File: src/rtl/instruction_fetch.sv
// rtl/instruction_fetch.sv - pipeline fetch stage reading a 1-cycle-latency instruction ROM
module instruction_fetch #(
  parameter int                ADDR_W   = 8,
  parameter int                DATA_W   = 32,
  parameter logic [ADDR_W-1:0] RESET_PC = 8'h00,
  parameter logic [DATA_W-1:0] NOP      = 32'h0,
  parameter logic [7:0]        HALT_OP  = 8'hFF
) (
  input  logic              CLK,
  input  logic              RST,
  input  logic              STALL,
  input  logic              JUMP,
  input  logic [ADDR_W-1:0] JUMP_ADDR,
  output logic [ADDR_W-1:0] MEM_ADDR,
  input  logic [DATA_W-1:0] MEM_DATA,
  output logic [DATA_W-1:0] INSTR,
  output logic [ADDR_W-1:0] PC_OUT,
  output logic              VALID,
  output logic              HALTED
);

  localparam logic [0:0] ST_RUN    = 1'b0;
  localparam logic [0:0] ST_HALTED = 1'b1;

  // pc: next address to issue; addr_q: address whose word the ROM returns this cycle
  logic [ADDR_W-1:0] pc;
  logic [ADDR_W-1:0] addr_q;
  logic              addr_v;
  logic [0:0]        state;
  logic              halt_word;

  // While stalled the in-flight address is replayed so MEM_DATA keeps matching addr_q
  assign MEM_ADDR  = STALL ? addr_q : pc;
  assign halt_word = addr_v && (MEM_DATA[DATA_W-1 -: 8] == HALT_OP);
  assign HALTED    = (state == ST_HALTED);

  // Fetch pipeline update: reset > jump > stall > run/halted behaviour
  always_ff @(posedge CLK) begin
    if (RST) begin
      pc     <= RESET_PC;
      addr_q <= RESET_PC;
      addr_v <= 1'b0;
      INSTR  <= NOP;
      PC_OUT <= '0;
      VALID  <= 1'b0;
      state  <= ST_RUN;
    end else if (JUMP) begin
      // Redirect and drop both the word in flight and the one being delivered
      pc     <= JUMP_ADDR;
      addr_v <= 1'b0;
      INSTR  <= NOP;
      VALID  <= 1'b0;
      state  <= ST_RUN;
    end else if (STALL) begin
      // Whole stage frozen
      pc     <= pc;
    end else if (state == ST_RUN) begin
      INSTR  <= MEM_DATA;
      PC_OUT <= addr_q;
      VALID  <= addr_v;
      addr_q <= pc;
      pc     <= pc + 1'b1;
      if (halt_word) begin
        // Halt word is still delivered; nothing fetched after it is valid
        addr_v <= 1'b0;
        state  <= ST_HALTED;
      end else begin
        addr_v <= 1'b1;
      end
    end else begin
      // Halted: the halt word is retired on the first unstalled edge
      INSTR  <= NOP;
      VALID  <= 1'b0;
    end
  end

endmodule

File: config.mk
export PLATFORM = sky130hd
export DESIGN_NAME = instruction_fetch
export DESIGN_NICKNAME = d
export VERILOG_FILES = /design/src/rtl/instruction_fetch.sv
export SDC_FILE = /design/constraint.sdc
export NUM_CORES = 1
export LEC_CHECK = 0
export BUFFER_PORTS_ARGS = -buffer_cell sky130_fd_sc_hd__buf_2
export CORE_MARGIN = 2
export CORE_UTILIZATION = 25
export DETAILED_ROUTE_END_ITERATION = 7
export HOLD_SLACK_MARGIN = 0.02
export PLACE_DENSITY = 0.5
export SYNTH_ARGS = -nofsm -noshare
export SYNTH_HDL_FRONTEND = slang
export SYNTH_SLANG_ARGS = --single-unit
export TNS_END_PERCENT = 10
File: constraint.sdc
create_clock -name CLK -period 2.1 [get_ports CLK]
set_input_delay 0.525 -clock CLK [delete_from_list [all_inputs] [get_ports CLK]]
set_output_delay 0.525 -clock CLK [all_outputs]
set_load 0.02 [all_outputs]
After elaboration in Yosys (flattened, before gate mapping)
Cells that the tools add are included.
{"block": "classes", "addsub": 1, "n_eq_ne": 3, "mux": 9, "n_bitwise": 3, "reduce_logical": 5}
{"cell": "2-to-1 mux 32 bit", "n": 1}
{"cell": "2-to-1 mux 8 bit", "n": 4}
{"cell": "adder 8 x 1 -> 8 bit (second input constant)", "n": 1}
{"cell": "== test 8 bit (second input constant)", "n": 1}
{"cell": "2-to-1 mux 1 bit", "n": 4}
{"cell": "AND reduction 2 bit", "n": 2}
{"cell": "inverter 1 bit", "n": 3}
{"cell": "AND reduction 3 bit", "n": 1}
{"cell": "inequality test 2 x 1 -> 1 bit (second input constant)", "n": 1}
{"cell": "inequality test 2 bit (second input constant)", "n": 1}
{"cell": "OR reduction 2 bit", "n": 1}
{"cell": "logical AND 1 bit", "n": 1}
{"block": "totals", "reg_bits": 59, "word_cells": 28}

Longest topological paths before layout
{"block": "depth", "ltp_word": 4, "ltp_mapped": 6}

Least setup slack after synthesis
Ideal clock, no wire load.
{"block": "synth_timing", "path_kind": "input port to output port", "start": "input port STALL", "end": "output port MEM_ADDR[6]", "arrival_ns": 1.541, "path_slack_ns": 0.034, "stages": 4, "n_path_buf": 3, "cell_sequence": "buf_6 > clkbuf_1 > clkbuf_1 > o21ai_0"}
{"block": "synth_via", "elab_chain_cells": 1}
{"item": "start: declaration", "line": "11", "source": "input logic STALL,"}
{"item": "2-to-1 mux 8 bit", "line": "33", "source": "assign MEM_ADDR = STALL ? addr_q : pc;"}
{"item": "end: declaration", "line": "14", "source": "output logic [ADDR_W-1:0] MEM_ADDR,"}
Every way passes these cells.

Worst setup path in the final report
{"block": "layout_timing", "start": "input port STALL", "end": "output port MEM_ADDR[5]"}
The elaborated chain is that of the path after synthesis.

==> results.ini <==
[place]
gp_congestion=0.712
place_area_mm2=0.00292
port_buffers=93
dp_hpwl_mm=4.19

[drt]
first_iter_violations=65
vias=2195
routed_wl_mm=6.18
firstDrtPassIters=4
routedWlPerCell_um=13.1
ant_nets=0
drcViolationCount=0
avgViaCountPerCell=4.66

[critical_path]
cp_max_fo=20
crit_start=STALL
end_kind=output pin
r2r_start=pc[1]
path_class=input port to output pin
crit_required_ns=1.57
start_kind=input port
cp.arrival_ns=1.43

[synthesis]
yosysWarningCount=0
yosysTopAreaCell=dfxtp_1
yosysTopAreaCellShare=0.512
synthFlopType=dfxtp_1
yosysSeqAreaShare=0.512
synth_fp_nets=309
avgSynthCellArea_um2=8.74
synth_area_leaders=dfxtp_1 51%, a22oi_1 11%, nor2_1 6.8%
syn_inst=264
syn_area_mm2=0.00231
synth-edff-count=0
async_flop_share=0
ys_types=38
ys_seq_elements=59

[cts]
ctsResizeCount=0
cts_root_buf=clkbuf_8
clk_pin_slew_ns=0.08
cts_buffer_depth=2
tritoncts=done
cts_buffers=9
cts_htree_levels=3
cts_num_sinks=59
clk_latency_ns=0.35
cts_setup_buffers=0
hold_buffers=0

[die]
rows=35
die_y_um=100
die_x_um=100
die-area_mm2=0.0100
start_util=0.253
io_pins=94
coreArea_mm2=0.00911

[timing]
period_share=0.931
setup_violations=0
min_period_ns=1.95
finalHoldViolCount=0
fmax_ghz=0.512
worst_pin_slew_ns=0.529
drv_slew=0
finClkSkew_ns=0.0118
slew_headroom=0.648
fin_tns_setup_ns=0
rsz0062_at_grt=false

[global_route]
overflow=0
antenna_found_initial=0
grt_pass1_wl_mm=9.91
grt_usage=0.128
grt_max_degree=36
first_global_vias=1991

[flow_run]
drv_cap=0

[final_layout]
layout_common_cells=93 x buf_2, 59 x dfxtp_1, 41 x nor2_1, 37 x nand2_1, 33 x a22oi_1
n_fill_cell=972
diodes=0
layout.nets=400
final_area_mm2=0.00314
drive_above_1_share=0.356
final_common_cell=buf_2
syn_to_final_growth_pct=36.3

[hold_path]
hold_start=MEM_DATA[19]
hold_path.class=input port to register

[pwr]
p_per_area_mw_per_mm2=851
power.leakage_nw=1.40
ir_drop_mv=0.253
fin_total_pwr_mw=2.68

[status]
status=completed

-- layer usage --
| layer | wire length [um] | GRT usage | up-vias |
|---|---|---|---|
| met5 | 0 | 0 | - |
| met4 | 89 | 0.0558 | 0 |
| met3 | 491 | 0.0494 | 8 |
| met2 | 2630 | 0.181 | 73 |
| met1 | 2960 | 0.172 | 1004 |
| li1 | - | - | 1110 |
-- critical path: stages --
cell and delay [ns]:
buf_2 0.34, mux2_2 0.39, buf_2 0.16
-- cell families after synthesis --
kind of cell / after synthesis / synth area share
simple gates: 98 / 0.187
compound gates: 70 / 0.208
flops: 59 / 0.512
buf+inv: 28 / 0.0504
mux: 6 / 0.0293
xor+xnor: 2 / 0.00759
fa+ha+maj: 1 / 0.00542
-- report_power, final --
part           internal, mW  leakage, nW  switching (mW)  total, mW
registers              1.16        0.481          0.0270       1.18
clock network         0.732        0.113           0.473       1.21
logic                 0.120        0.811           0.168      0.288
-- stage by stage --
step	instances	utilization	setup slack [ns]	hold WS (ns)
after CTS	471	0.345	0.145	0.398
after detailed placement	455	0.320	0.151	0.446
after global placement	455	0.320	0.155	0.441
after floorplan	264	-	0.0335	0.442
after global routing	471	0.345	0.102	0.406
final	471	0.345	0.146	0.405
-- sequential cells by signal, summed over array words and instances, names as in the netlist --
name and cells:
INSTR 32, PC_OUT 8, addr_q 8, pc 8, HALTED 1, VALID 1, addr_v 1
-- cell usage after synthesis, types with 2 or more instances --
library cell  number
a311oi_1           5
buf_2              3
nand4_1            3
o21ai_0            6
dfxtp_1           59
buf_1              2
a211oi_1           2
a21oi_1           16
nand2_1           37
a2111oi_0          2
mux2_2             6
nand3b_1           2
and3_1             2
nor2_1            42
or3_1              2
a22oi_1           33
clkbuf_1          17
inv_1              5
-- cell type report --
cell class / instances / area, um^2 / area share
Clock inverter: 4 / 72.6 / 0.0231
Tap cell: 111 / 139 / 0.0442
Multi-Input combinational cell: 177 / 1010 / 0.322
Clock buffer: 12 / 155 / 0.0493
Sequential cell: 59 / 1180 / 0.376
Inverter: 5 / 18.8 / 0.00597
Timing Repair Buffer: 103 / 566 / 0.180
-- worst paths after layout --
kind                               endpoint  slack, ns  cells after the start
worst max-delay path            MEM_ADDR[5]       0.15                      3
worst min-delay path              INSTR[19]       0.40                      3
worst max register to register        pc[4]       0.54                      4
worst min register to register    PC_OUT[5]       0.45                      2
Note: power is estimated with default switching activity, not from simulation.
